[src/rtl/ddr_luma_line_fetch_pkg.sv]
// rtl/ddr_luma_line_fetch_pkg.sv - shared FMV constants, FSM state and DDR address types
package ddr_luma_line_fetch_pkg;

  localparam int LUMA_MAX_WIDTH = 640;
  localparam int LUMA_MAX_WORDS = (LUMA_MAX_WIDTH + 7) / 8;
  localparam int WORDS_W        = $clog2(LUMA_MAX_WORDS + 1);
  localparam int DDR_ADDR_W     = 28;

  typedef logic [DDR_ADDR_W-1:0] ddr_word_addr_t;

  typedef enum logic [2:0] {
    ST_IDLE,
    ST_CLEAR,
    ST_REQ,
    ST_DATA,
    ST_DONE
  } fetch_state_e;

  // Eight 8-bit pixels per 64-bit word, partial last word rounds up.
  function automatic logic [WORDS_W-1:0] luma_words(input logic [9:0] width);
    logic [10:0] sum;
    sum = {1'b0, width} + 11'd7;
    return WORDS_W'(sum >> 3);
  endfunction

endpackage

[src/rtl/ddr_luma_line_fetch_if.sv]
// rtl/ddr_luma_line_fetch_if.sv - DDR burst read port between the line fetcher and memory
interface ddr_luma_line_fetch_if #(
  parameter int ADDR_W    = 28,
  parameter int BURST_MAX = 16
);
  localparam int BC_W = $clog2(BURST_MAX) + 1;

  logic              ddr_rd;
  logic [ADDR_W-1:0] ddr_addr;
  logic [BC_W-1:0]   ddr_burstcnt;
  logic              ddr_busy;
  logic [63:0]       ddr_rdata;
  logic              ddr_rdata_valid;

  modport master (
    output ddr_rd, ddr_addr, ddr_burstcnt,
    input  ddr_busy, ddr_rdata, ddr_rdata_valid
  );

  modport slave (
    input  ddr_rd, ddr_addr, ddr_burstcnt,
    output ddr_busy, ddr_rdata, ddr_rdata_valid
  );

endinterface

[src/rtl/ddr_burst_splitter.sv]
// rtl/ddr_burst_splitter.sv - tracks words issued for a line and sizes the next DDR burst
module ddr_burst_splitter
  import ddr_luma_line_fetch_pkg::*;
#(
  parameter int ADDR_W    = 28,
  parameter int BURST_MAX = 16,
  parameter int BC_W      = $clog2(BURST_MAX) + 1
) (
  input  logic               clk,
  input  logic               reset_n,
  input  logic               load,
  input  logic [ADDR_W-1:0]  line_addr,
  input  logic [WORDS_W-1:0] words,
  input  logic               accept,
  output logic [BC_W-1:0]    burstcnt,
  output logic [ADDR_W-1:0]  burst_addr,
  output logic               last_burst
);

  logic [ADDR_W-1:0]  base_q;
  logic [WORDS_W-1:0] words_q;
  logic [WORDS_W-1:0] issued_q;
  logic [WORDS_W-1:0] remain;

  assign remain     = words_q - issued_q;
  assign burst_addr = base_q + ADDR_W'(issued_q);
  // issued advances at request acceptance, so during DATA this says the
  // burst in flight was the final one.
  assign last_burst = (issued_q >= words_q);

  always_comb begin
    burstcnt = BC_W'(remain);
    if (remain > WORDS_W'(BURST_MAX)) begin
      burstcnt = BC_W'(BURST_MAX);
    end
  end

  always_ff @(posedge clk or negedge reset_n) begin
    if (!reset_n) begin
      base_q   <= '0;
      words_q  <= '0;
      issued_q <= '0;
    end else if (load) begin
      base_q   <= line_addr;
      words_q  <= words;
      issued_q <= '0;
    end else if (accept) begin
      issued_q <= issued_q + WORDS_W'(burstcnt);
    end
  end

endmodule

[src/rtl/ddr_luma_line_fetch.sv]
// rtl/ddr_luma_line_fetch.sv - fetches one luma line from DDR in bounded bursts into the line buffer
module ddr_luma_line_fetch
  import ddr_luma_line_fetch_pkg::*;
#(
  parameter int ADDR_W    = DDR_ADDR_W,
  parameter int BURST_MAX = 16
) (
  input  logic                        clk,
  input  logic                        reset_n,
  input  logic                        start,
  input  logic [ADDR_W-1:0]           frame_base,
  input  logic [8:0]                  line_num,
  input  logic [7:0]                  stride,
  input  logic [9:0]                  width,
  output logic                        busy,
  output logic                        done,
  ddr_luma_line_fetch_if.master       ddr,
  output logic                        lb_clear,
  output logic [63:0]                 lb_wdata,
  output logic                        lb_we
);

  localparam int BC_W = $clog2(BURST_MAX) + 1;

  fetch_state_e state, state_nxt;

  logic [ADDR_W-1:0]  base_q;
  logic [8:0]         line_q;
  logic [7:0]         stride_q;
  logic [9:0]         width_q;
  logic [16:0]        line_off;
  logic [ADDR_W-1:0]  line_addr;
  logic [WORDS_W-1:0] words;
  logic [BC_W-1:0]    burstcnt;
  logic [ADDR_W-1:0]  burst_addr;
  logic               last_burst;
  logic [BC_W-1:0]    beat_cnt;
  logic [BC_W-1:0]    cur_len;
  logic               accept;
  logic               take_beat;
  logic               final_beat;

  assign line_off  = 17'(line_q) * 17'(stride_q);
  assign line_addr = base_q + ADDR_W'(line_off);
  assign words     = luma_words(width_q);

  assign accept     = (state == ST_REQ) && !ddr.ddr_busy;
  assign take_beat  = (state == ST_DATA) && ddr.ddr_rdata_valid && (beat_cnt != cur_len);
  assign final_beat = take_beat && (beat_cnt == cur_len - BC_W'(1));

  ddr_burst_splitter #(
    .ADDR_W    (ADDR_W),
    .BURST_MAX (BURST_MAX),
    .BC_W      (BC_W)
  ) u_splitter (
    .clk        (clk),
    .reset_n    (reset_n),
    .load       (state == ST_CLEAR),
    .line_addr  (line_addr),
    .words      (words),
    .accept     (accept),
    .burstcnt   (burstcnt),
    .burst_addr (burst_addr),
    .last_burst (last_burst)
  );

  always_ff @(posedge clk or negedge reset_n) begin
    if (!reset_n) begin
      state <= ST_IDLE;
    end else begin
      state <= state_nxt;
    end
  end

  // After the final beat of the last burst the FSM lingers one cycle in
  // DATA so done lands on the cycle after the registered last write.
  always_comb begin
    state_nxt = state;
    unique case (state)
      ST_IDLE:  if (start) state_nxt = ST_CLEAR;
      ST_CLEAR: state_nxt = (words == '0) ? ST_DONE : ST_REQ;
      ST_REQ:   if (!ddr.ddr_busy) state_nxt = ST_DATA;
      ST_DATA: begin
        if (final_beat) begin
          if (!last_burst) state_nxt = ST_REQ;
        end else if (beat_cnt == cur_len) begin
          state_nxt = ST_DONE;
        end
      end
      ST_DONE:  state_nxt = ST_IDLE;
      default:  state_nxt = ST_IDLE;
    endcase
  end

  always_ff @(posedge clk or negedge reset_n) begin
    if (!reset_n) begin
      base_q   <= '0;
      line_q   <= '0;
      stride_q <= '0;
      width_q  <= '0;
      beat_cnt <= '0;
      cur_len  <= '0;
      lb_we    <= 1'b0;
      lb_wdata <= '0;
    end else begin
      if (state == ST_IDLE && start) begin
        base_q   <= frame_base;
        line_q   <= line_num;
        stride_q <= stride;
        width_q  <= width;
      end
      if (accept) begin
        beat_cnt <= '0;
        cur_len  <= burstcnt;
      end else if (take_beat) begin
        beat_cnt <= beat_cnt + BC_W'(1);
      end
      lb_we <= take_beat;
      if (take_beat) begin
        lb_wdata <= ddr.ddr_rdata;
      end
    end
  end

  assign busy             = (state != ST_IDLE);
  assign done             = (state == ST_DONE);
  assign lb_clear         = (state == ST_CLEAR);
  assign ddr.ddr_rd       = (state == ST_REQ);
  assign ddr.ddr_addr     = (state == ST_REQ) ? burst_addr : '0;
  assign ddr.ddr_burstcnt = (state == ST_REQ) ? burstcnt : '0;

endmodule

[src/flat_wrapper.sv]
// flat-port wrapper written by rule: the top's interface ports become plain ports
module ddr_luma_line_fetch_flat import ddr_luma_line_fetch_pkg::*;
#(
  parameter int ADDR_W    = DDR_ADDR_W,
  parameter int BURST_MAX = 16
)
  (clk, reset_n, start, frame_base, line_num, stride, width, busy, done, lb_clear, lb_wdata, lb_we, ddr_ddr_rd, ddr_ddr_addr, ddr_ddr_burstcnt, ddr_ddr_busy, ddr_ddr_rdata, ddr_ddr_rdata_valid);
  ddr_luma_line_fetch_if #(.ADDR_W(ADDR_W), .BURST_MAX(BURST_MAX)) ddr_i ();
  input  logic clk;
  input  logic reset_n;
  input  logic start;
  input  logic [ADDR_W-1:0] frame_base;
  input  logic [8:0] line_num;
  input  logic [7:0] stride;
  input  logic [9:0] width;
  output logic busy;
  output logic done;
  output logic lb_clear;
  output logic [63:0] lb_wdata;
  output logic lb_we;
  output wire logic [$bits(ddr_i.ddr_rd)-1:0] ddr_ddr_rd;
  output wire logic [$bits(ddr_i.ddr_addr)-1:0] ddr_ddr_addr;
  output wire logic [$bits(ddr_i.ddr_burstcnt)-1:0] ddr_ddr_burstcnt;
  input wire logic [$bits(ddr_i.ddr_busy)-1:0] ddr_ddr_busy;
  input wire logic [$bits(ddr_i.ddr_rdata)-1:0] ddr_ddr_rdata;
  input wire logic [$bits(ddr_i.ddr_rdata_valid)-1:0] ddr_ddr_rdata_valid;
  assign ddr_ddr_rd = ddr_i.ddr_rd;
  assign ddr_ddr_addr = ddr_i.ddr_addr;
  assign ddr_ddr_burstcnt = ddr_i.ddr_burstcnt;
  assign ddr_i.ddr_busy = ddr_ddr_busy;
  assign ddr_i.ddr_rdata = ddr_ddr_rdata;
  assign ddr_i.ddr_rdata_valid = ddr_ddr_rdata_valid;
  ddr_luma_line_fetch #(.ADDR_W(ADDR_W), .BURST_MAX(BURST_MAX)) u_core (.clk(clk), .reset_n(reset_n), .start(start), .frame_base(frame_base), .line_num(line_num), .stride(stride), .width(width), .busy(busy), .done(done), .ddr(ddr_i), .lb_clear(lb_clear), .lb_wdata(lb_wdata), .lb_we(lb_we));
endmodule
[config.mk]
export PLATFORM = sky130hd
export DESIGN_NAME = ddr_luma_line_fetch_flat
export DESIGN_NICKNAME = d
export VERILOG_FILES = /design/src/rtl/ddr_luma_line_fetch_pkg.sv /design/src/rtl/ddr_luma_line_fetch_if.sv /design/src/rtl/ddr_burst_splitter.sv /design/src/rtl/ddr_luma_line_fetch.sv /design/src/flat_wrapper.sv
export SDC_FILE = /design/constraint.sdc
export NUM_CORES = 1
export LEC_CHECK = 0
export ABC_CLOCK_PERIOD_IN_PS = 5400
export CAP_MARGIN = 5
export CORE_MARGIN = 2
export CORE_UTILIZATION = 25
export CTS_BUF_LIST = sky130_fd_sc_hd__clkbuf_8 sky130_fd_sc_hd__clkbuf_16
export DETAILED_ROUTE_END_ITERATION = 12
export GPL_ROUTABILITY_DRIVEN = 0
export SLEW_MARGIN = 15
export SYNTH_ARGS = -nofsm -noshare
export SYNTH_HDL_FRONTEND = slang
export SYNTH_HIERARCHICAL = 1
export SYNTH_SLANG_ARGS = --single-unit
[constraint.sdc]
create_clock -name clk -period 5.4 [get_ports clk]
set_input_delay 1.08 -clock clk [delete_from_list [all_inputs] [get_ports clk]]
set_output_delay 1.08 -clock clk [all_outputs]
set_load 0.01 [all_outputs]
### After elaboration in Yosys (flattened, before gate mapping)

Cells that the tools add are included.

* logic and storage cells: 59
* flip-flop bits (word level): 175
* bits of input ports: 124

* muxes and demuxes: 14
* reductions and logical operators: 12
* $add $sub $neg: 7
* magnitude comparators: 2
* multipliers: 1
* eq/ne operators: 11

Operators with widths (count)
* $add A28 B17 Y28: 1
* $add A28 B7 Y28: 1
* $mux W28: 1
* $mux W5: 4
* $mux W3: 6
* $mul A9 B8 Y17: 1
* $mux W7: 2
* $pmux W3 S4: 1
* $add A10 B3 Y10 const B: 1
* $eq A5 B5 Y1: 2
* $add A7 B5 Y7: 1
* $ge A7 B7 Y1: 1
* $gt A7 B5 Y1 const B: 1
* $logic_not A7 Y1: 1
* $sub A7 B7 Y7: 1
* $eq A3 B2 Y1 const B: 2
* $add A5 B1 Y5 const B: 1
* $logic_and A1 B1 Y1: 5
* $ne A5 B5 Y1: 1
* $sub A5 B1 Y5 const B: 1
* $ne A2 B2 Y1 const B: 2
* $reduce_and A4 Y1: 1
* $reduce_bool A2 Y1: 2
* $eq A3 B1 Y1 const B: 1
* other kinds (6): 6

### Depth between registers and ports, before layout

Gate-level depths: netlist (run 1).

* depth in word-level cells: 6
* gate-level depth with buffers: 20

### Hierarchy

Netlist (run 1), hierarchy kept.

Modules (own cells, without submodules)
* ddr_luma_line_fetch: area each 8822.2 um^2, cells each 816, times used 1
* ddr_burst_splitter: area each 2842.7 um^2, cells each 289, times used 1

### Least setup slack after synthesis (run 1)

No wires, ideal clock.

* path kind: register -> register
* start: register u_core.stride_q[7]
* end: register u_core.u_splitter.base_q[18]
* path slack: 0.606 ns
* period minus slack after synthesis: 4.794 ns
* library setup time: 0.125 ns
* stages on the path, launching flop included: 18
* required time: 5.275 ns
* data arrival time: 4.669 ns
* path buffers: 2
* path through: dfrtp_1 clkbuf_1 and2_1 fa_1 fa_1 fa_1 inv_1 fa_1 inv_1 ha_1 clkbuf_2 and3_1 and3_1 a211oi_1 o31ai_1 a31oi_1 xnor2_1 mux2_2

* cells in the longest elaborated chain, start to end: 2

Ends and longest elaborated chain
* start, declared: line ddr_luma_line_fetch.sv:29 `logic [7:0] stride_q;`
* start signal, assigned: line ddr_luma_line_fetch.sv:109 `stride_q <= stride;`
* $mul A9 B8 Y17: line ddr_luma_line_fetch.sv:43 `assign line_off = 17'(line_q) * 17'(stride_q);`
* $add A28 B17 Y28: line ddr_luma_line_fetch.sv:44 `assign line_addr = base_q + ADDR_W'(line_off);`
* net u_core.line_addr[18]: line ddr_luma_line_fetch.sv:32 `logic [ADDR_W-1:0] line_addr;`
* end signal, assigned: line ddr_burst_splitter.sv:44 `base_q <= line_addr;`
* end, declared: line ddr_burst_splitter.sv:20 `logic [ADDR_W-1:0] base_q;`

The timed path passes the listed nets, and every way through them passes these cells.
A chain may end at the register's enable or synchronous reset.

### Worst setup path in the final report (run 1)

* start: register u_core.line_q[3]
* end: register u_core.u_splitter.base_q[24]

* cells in the longest elaborated chain, start to end: 2

Ends and longest elaborated chain
* start, declared: line ddr_luma_line_fetch.sv:28 `logic [8:0] line_q;`
* start signal, assigned: line ddr_luma_line_fetch.sv:108 `line_q <= line_num;`
* $mul A9 B8 Y17: line ddr_luma_line_fetch.sv:43
* $add A28 B17 Y28: line ddr_luma_line_fetch.sv:44
* net u_core.line_addr[24]: line ddr_luma_line_fetch.sv:32

The timed path passes the listed nets, and every way through them passes these cells.

==> summary.txt, run 1 <==
CTS
  • Clk_lat worst skew: 0.46 ns
  • Root Buffer: clkbuf_16
  • Clock Sink Count: 175
  • Reg clk slew, reported paths: 0.07 ns
  • CTS tree: yes
  • Num CTS Buffers: 17
  • Clock H-tree levels: 4
  • CTS max path bufs: 2

Critical path
  • CP Cell Sequence: and2_1, fa_1, fa_1, fa_1, inv_1, fa_1, inv_1, ha_1, nand2_1, nor3_1, a211oi_1, buf_4, nor4_1, o21ai_0, xnor2_1, mux2_2
  • Crit-path max FO: 9
  • Crit path DAT: 5.41 ns
  • Flop-to-flop setup slack: 0.34 ns
  • Crit path top cell by count: fa_1
  • Largest stage delay, worst path: 0.55 ns
  • Setup CP Type: register to register
  • Critical Path RT: 5.74 ns
  • Crit. End Element: register
  • Slowest cell on crit path: fa_1
  • Type of origin of the critical path: register

GRT
  • Largest net degree at the start of global routing: 81
  • Grt ovf: 0
  • Initial antenna violation count: 0
  • Total global-route track usage: 12.8%
  • Number of global-route vias before repair: 8,985
  • First-pass GRT wire length: 48,000 um

Timing
  • Worst Max-Slew Pin Slew: 1.01 ns
  • Final period utilization: 93.8%
  • Hold_ws: 0.507 ns
  • Clk_skew: 0.0162 ns
  • Max Clk Rate: 197 MHz
  • Fin. Hold Viols: 0
  • Final min period: 5.06 ns
  • Total negative slack: 0 ns
  • Final max-slew violation count: 0
  • Max_slew headroom: 32.1%
  • Unrepaired setup endpoints after global routing: no
  • Setup-failing EPs final: 0

Logic synthesis
  • Xor and xnor area share after synthesis: 4.96%
  • Post-Syn Area: 11,700 sq um
  • Post-synth top area share: 37.5%
  • Synth area leaders: dfrtp_1, mux2_2, fa_1
  • Post-synth EDFFs: 0
  • Main combinational cell family by area after synthesis: adder cells
  • Area leader, netlist: dfrtp_1
  • Area share of and/or/nand/nor cells after synthesis: 13.6%
  • Gate Count Post-Synth: 1,105
  • Mean Syn Cell Area: 10.6 sq um
  • Seq/Total Area, Yosys: 37.5%
  • Top_reg_cell synth: dfrtp_1
  • Async SR Flop Fraction: 100%
  • Cell variety after synth: 66
  • Syn nets: 1,351
  • Mux contribution to synthesized area: 14.0%
  • Post-Synth Adder-Cell Area: 16.9%
  • Synth Area in Compound Gates: 7.25%
  • FF+latch count, synth: 175
  • Synth Warn #: 6

Cells and area
  • Number of diodes: 0
  • Layout cells sized above 1: 15.1%
  • P&R area growth vs syn: 30.0%
  • Finished Layout Cells: 1,940
  • Nets: 1,566

Floorplan
  • Starting Density: 25.2%
  • Row Count: 79
  • Die Width: 220 um
  • Die Height: 220 um
  • Number of top-level pins: 226
  • Die area: 48,400 sq um
  • Core footprint: 46,300 sq um

Route
  • DRT Wirelength: 30,000 um
  • Detailed-route DRC error count: 0
  • Initial DRC count: 432
  • Via count: 8,641
  • Routed len/inst: 15.5 um
  • Drt via density: 4.45
  • DRT Pass-1 Iters: 6
  • ANT nets after route: 0

Placement
  • Dpl hpwl: 23,300 um
  • Dpl cells: 1,908
  • Port Buffers: 225

Status
  • Run status: finished clean

Run
  • Max-cap violations: 0

Worst hold path
  • Worst hold path class: register to register
critical path: cells and delay by family, from the launching register on:
family / cells / cell delay, ns
mux: 1 / 0.27
xor+xnor: 1 / 0.14
buf+inv: 3 / 0.28
flops: 1 / 0.49
simple gates: 4 / 1.00
fa+ha+maj: 5 / 2.49
compound gates: 2 / 0.26
layout make-up:
| class | instances | area [sq um] |
|---|---|---|
| clock inverters | 14 | 145 |
| fillers | 4740 | 31100 |
| multi-input cells | 762 | 6630 |
| well taps | 607 | 759 |
| repair buffers | 237 | 2340 |
| inverters | 127 | 477 |
| flip-flops and latches | 175 | 4380 |
| clock buffers | 18 | 439 |
Yosys cell counts, types with 15 or more instances:
master and n:
dfrtp_1 175, mux2_2 140, inv_1 126, nand2_1 81, and2_1 77, ha_1 62, fa_1 60, nor2_1 50
xnor2_1 42, o21ai_0 40, xor2_1 24, clkbuf_1 23, a21oi_1 18, nor3_1 17, nand3_1 15
metrics by stage:
stage	setup WS [ns]	util (%)	instance area, sq um
2_1_floorplan	0.606	-	11700
3_3_place_gp	0.475	31.5	14600
3_5_place_dp	0.365	31.5	14600
4_1_cts	0.265	32.8	15200
5_1_grt	0.0281	32.8	15200
6_report	0.337	32.8	15200
final timing paths:
kind                                      from                      endpoint  depth (start not counted)
max                           u_core/line_q[3]  u_core/u_splitter/base_q[24]                         16
min in group asynchronous              reset_n           u_core/lb_wdata[58]                          1
max in group asynchronous              reset_n              u_core/line_q[7]                          2
min reg2reg                u_core/lb_wdata[16]           u_core/lb_wdata[16]                          1
min                        u_core/lb_wdata[16]           u_core/lb_wdata[16]                          1
max reg2reg                   u_core/line_q[3]  u_core/u_splitter/base_q[24]                         16
sequential cells by signal (all words and copies together) (netlist names):
name / count
u_core/base_q: 28
u_core/beat_cnt: 5
u_core/cur_len: 5
u_core/lb_wdata: 64
u_core/lb_we: 1
u_core/line_q: 9
u_core/state: 3
u_core/stride_q: 8
u_core/u_splitter/base_q: 28
u_core/u_splitter/issued_q: 7
u_core/u_splitter/words_q: 7
u_core/width_q: 10
cell families after synthesis:
family          after synthesis
fa+ha+maj                   122
xor+xnor                     66
mux                         145
compound gates              125
simple gates                304
buf+inv                     168
flops                       175
what timing repair did:
action,in CTS,in global routing
hold buffers,0,0
setup buffers,0,0
setup endpoints to repair,0,1
gates resized for setup,0,1
placed cells by master, fill, tap and decap left out, types with 24 or more instances in the layout:
master	synthesis	layout
clkdlybuf4s50_1	0	224
dfrtp_1	175	175
mux2_2	140	140
inv_1	126	126
nand2_1	81	81
and2_1	77	77
ha_1	62	62
fa_1	60	60
nor2_1	50	48
xnor2_1	42	42
o21ai_0	40	40
xor2_1	24	24
metal layers:
layer / GRT usage [%] / vias up / part of all wire, %
met5: 0 / - / 0
met4: 5.53 / 0 / 2.6
met3: 1.79 / 39 / 3.3
met2: 21.0 / 160 / 49
met1: 16.7 / 4306 / 45
li1: - / 4136 / -
Power of run 1 is left out: the tool's default activity adds up to more than one toggle a clock period on the data nets, which glitch-free logic cannot reach.
==> inputs of run 2 (changes only) <==
PLACE_DENSITY_LB_ADDON = 0.2   (was not set)
==> run 2 against run 1 <==
Effect of this change:
- worst hold slack gained 0.0022 ns
- first-iteration DRC count fell by 28%
- register-to-register slack better by 0.02 ns
- largest cell class unchanged
==> summary.txt, run 2 (synthesis gave the netlist of run 1 again) <==
Status
  • Run status: finished clean (unchanged)

CTS
  • Clock Sink Count: 175 (unchanged)
  • Clock H-tree levels: 4 (unchanged)
  • Clk_lat worst skew: 0.46 ns (about the same)
  • Reg clk slew, reported paths: 0.07 ns (about the same)
  • CTS tree: yes (unchanged)
  • CTS max path bufs: 2 (unchanged)
  • Hold-fix buffers, CTS: 0 (unchanged)
  • Post-CTS Setup Inserts: 0 (unchanged)
  • Root Buffer: clkbuf_16 (unchanged)
  • Num CTS Buffers: 17 (unchanged)

GRT
  • Largest net degree at the start of global routing: 105 (was 81)
  • Total global-route track usage: 13.4% (was 12.8%)
  • Grt ovf: 0 (unchanged)
  • First-pass GRT wire length: 50,100 um (was 48,000 um)
  • Number of global-route vias before repair: 8,984 (was 8,985)
  • Initial antenna violation count: 1 (was 0)

Floorplan
  • Row Count: 79 (unchanged)
  • Die Height: 220 um (unchanged)
  • Die Width: 220 um (unchanged)
  • Die area: 48,400 sq um (unchanged)
  • Number of top-level pins: 226 (unchanged)
  • Starting Density: 25.2% (unchanged)
  • Core footprint: 46,300 sq um (unchanged)

Critical path
  • Crit path DAT: 5.39 ns (was 5.41 ns)
  • Critical Path RT: 5.74 ns (about the same)
  • Flop-to-flop setup slack: 0.35 ns (was 0.34 ns)
  • Crit-path max FO: 10 (was 9)
  • Setup CP Type: register to register (unchanged)
  • Crit. End Element: register (unchanged)
  • Type of origin of the critical path: register (unchanged)
  • FF-to-FF path depth: 16 (unchanged)
  • RR Endpoint: u_core/u_splitter/base_q[22] (was u_core/u_splitter/base_q[24])
  • Reg-to-Reg Start: u_core/stride_q[4] (was u_core/line_q[3])

Route
  • ANT nets after route: 0 (unchanged)
  • Drt via density: 4.41 (was 4.45)
  • Routed len/inst: 16.2 um (was 15.5 um)
  • Initial DRC count: 310 (was 432)
  • DRT Pass-1 Iters: 4 (was 6)
  • DRT Wirelength: 31,300 um (was 30,000 um)
  • Detailed-route DRC error count: 0 (unchanged)
  • Via count: 8,548 (was 8,641)

Worst hold path
  • HP Start: u_core/lb_wdata[46] (was u_core/lb_wdata[16])
  • Hold depth: 1 (unchanged)
  • WHS Endpoint: u_core/lb_wdata[46] (was u_core/lb_wdata[16])
  • Worst hold path class: register to register (unchanged)

Timing
  • Max Clk Rate: 198 MHz (was 197 MHz)
  • Max_slew headroom: 36.4% (was 32.1%)
  • Final period utilization: 93.5% (was 93.8%)
  • Unrepaired setup endpoints after global routing: no (unchanged)
  • Fin. Hold Viols: 0 (unchanged)
  • Clk_skew: 0.0126 ns (was 0.0162 ns)
  • Final min period: 5.05 ns (was 5.06 ns)
  • Final max-slew violation count: 0 (unchanged)
  • Setup-failing EPs final: 0 (unchanged)
  • Worst Max-Slew Pin Slew: 0.954 ns (was 1.01 ns)
  • Total negative slack: 0 ns (unchanged)

Cells and area
  • Max reg flops: 64 (unchanged)
  • Most frequent cells in the layout: clkdlybuf4s50_1, dfrtp_1, mux2_2 (unchanged)
  • Layout cells sized above 1: 14.9% (was 15.1%)
  • Most flop-heavy register: u_core/lb_wdata (unchanged)
  • Most common cell after layout, fill and taps aside: clkdlybuf4s50_1 (unchanged)
  • P&R area growth vs syn: 30.3% (was 30.0%)
  • Biggest regs: u_core/lb_wdata x64, u_core/base_q x28, u_core/u_splitter/base_q x28 (unchanged)
  • Nets: 1,563 (was 1,566)
  • Number of diodes: 0 (unchanged)

Run
  • Max-cap violations: 0 (unchanged)

Placement
  • Dpl hpwl: 24,300 um (was 23,300 um)
  • Port Buffers: 225 (unchanged)
run 2: layer usage:
metal | up-vias | global-route usage (%) | wire length (um)
li1 | 4123 | - | -
met1 | 4287 | 17.5 | 14100
met2 | 117 | 22.6 | 15800
met3 | 21 | 2.24 | 975
met4 | 0 | 4.36 | 491
met5 | - | 0 | 0
run 2: worst max-delay path by stage:
stage | to | from
2_1_floorplan | u_core/u_splitter/base_q[18] | u_core/stride_q[7]
5_1_grt | u_core/u_splitter/base_q[24] | u_core/line_q[3]
3_3_place_gp | u_core/u_splitter/base_q[25] | u_core/line_q[5]
4_1_cts | u_core/u_splitter/base_q[25] | u_core/line_q[5]
3_5_place_dp | u_core/u_splitter/base_q[25] | u_core/line_q[5]
6_report | u_core/u_splitter/base_q[22] | u_core/stride_q[4]
run 2: cell type report:
class | count | area [sq um]
Clock buffer | 17 | 425
Clock inverter | 15 | 193
Multi-Input combinational cell | 762 | 6630
Timing Repair Buffer | 234 | 2330
Inverter | 127 | 477
Sequential cell | 175 | 4380
Fill cell | 4771 | 31100
Tap cell | 607 | 759
run 2: timing repair:
action,4_1_cts,5_1_grt
endpoints found under the hold margin,0,0
endpoints found under the setup margin,0,2
resized for setup,0,1
run 2: critical path, stage by stage (launching register included):
cell and delay, ns:
dfrtp_1 0.55, nand2_1 0.13, fa_1 0.55, inv_1 0.05
fa_1 0.47, fa_1 0.54, inv_1 0.05, fa_1 0.52
inv_1 0.04, ha_1 0.38, nand2_1 0.16, nor3_1 0.31
a21oi_1 0.08, o41ai_1 0.55, nor2_1 0.10, xnor2_1 0.14
mux2_2 0.27
run 2: stage by stage:
stage / hold slack [ns] / area [sq um] / util, % / instances / setup slack (ns)
floorplan: 0.463 / 11700 / - / 1105 / 0.606
global placement: 0.488 / 14600 / 31.5 / 1905 / 0.379
global route: 0.523 / 15200 / 32.8 / 1937 / 0.0325
detailed placement: 0.495 / 14600 / 31.5 / 1905 / 0.323
CTS: 0.512 / 15200 / 32.8 / 1937 / 0.312
finish: 0.509 / 15200 / 32.8 / 1937 / 0.353
Power of run 2 is left out for the same reason.
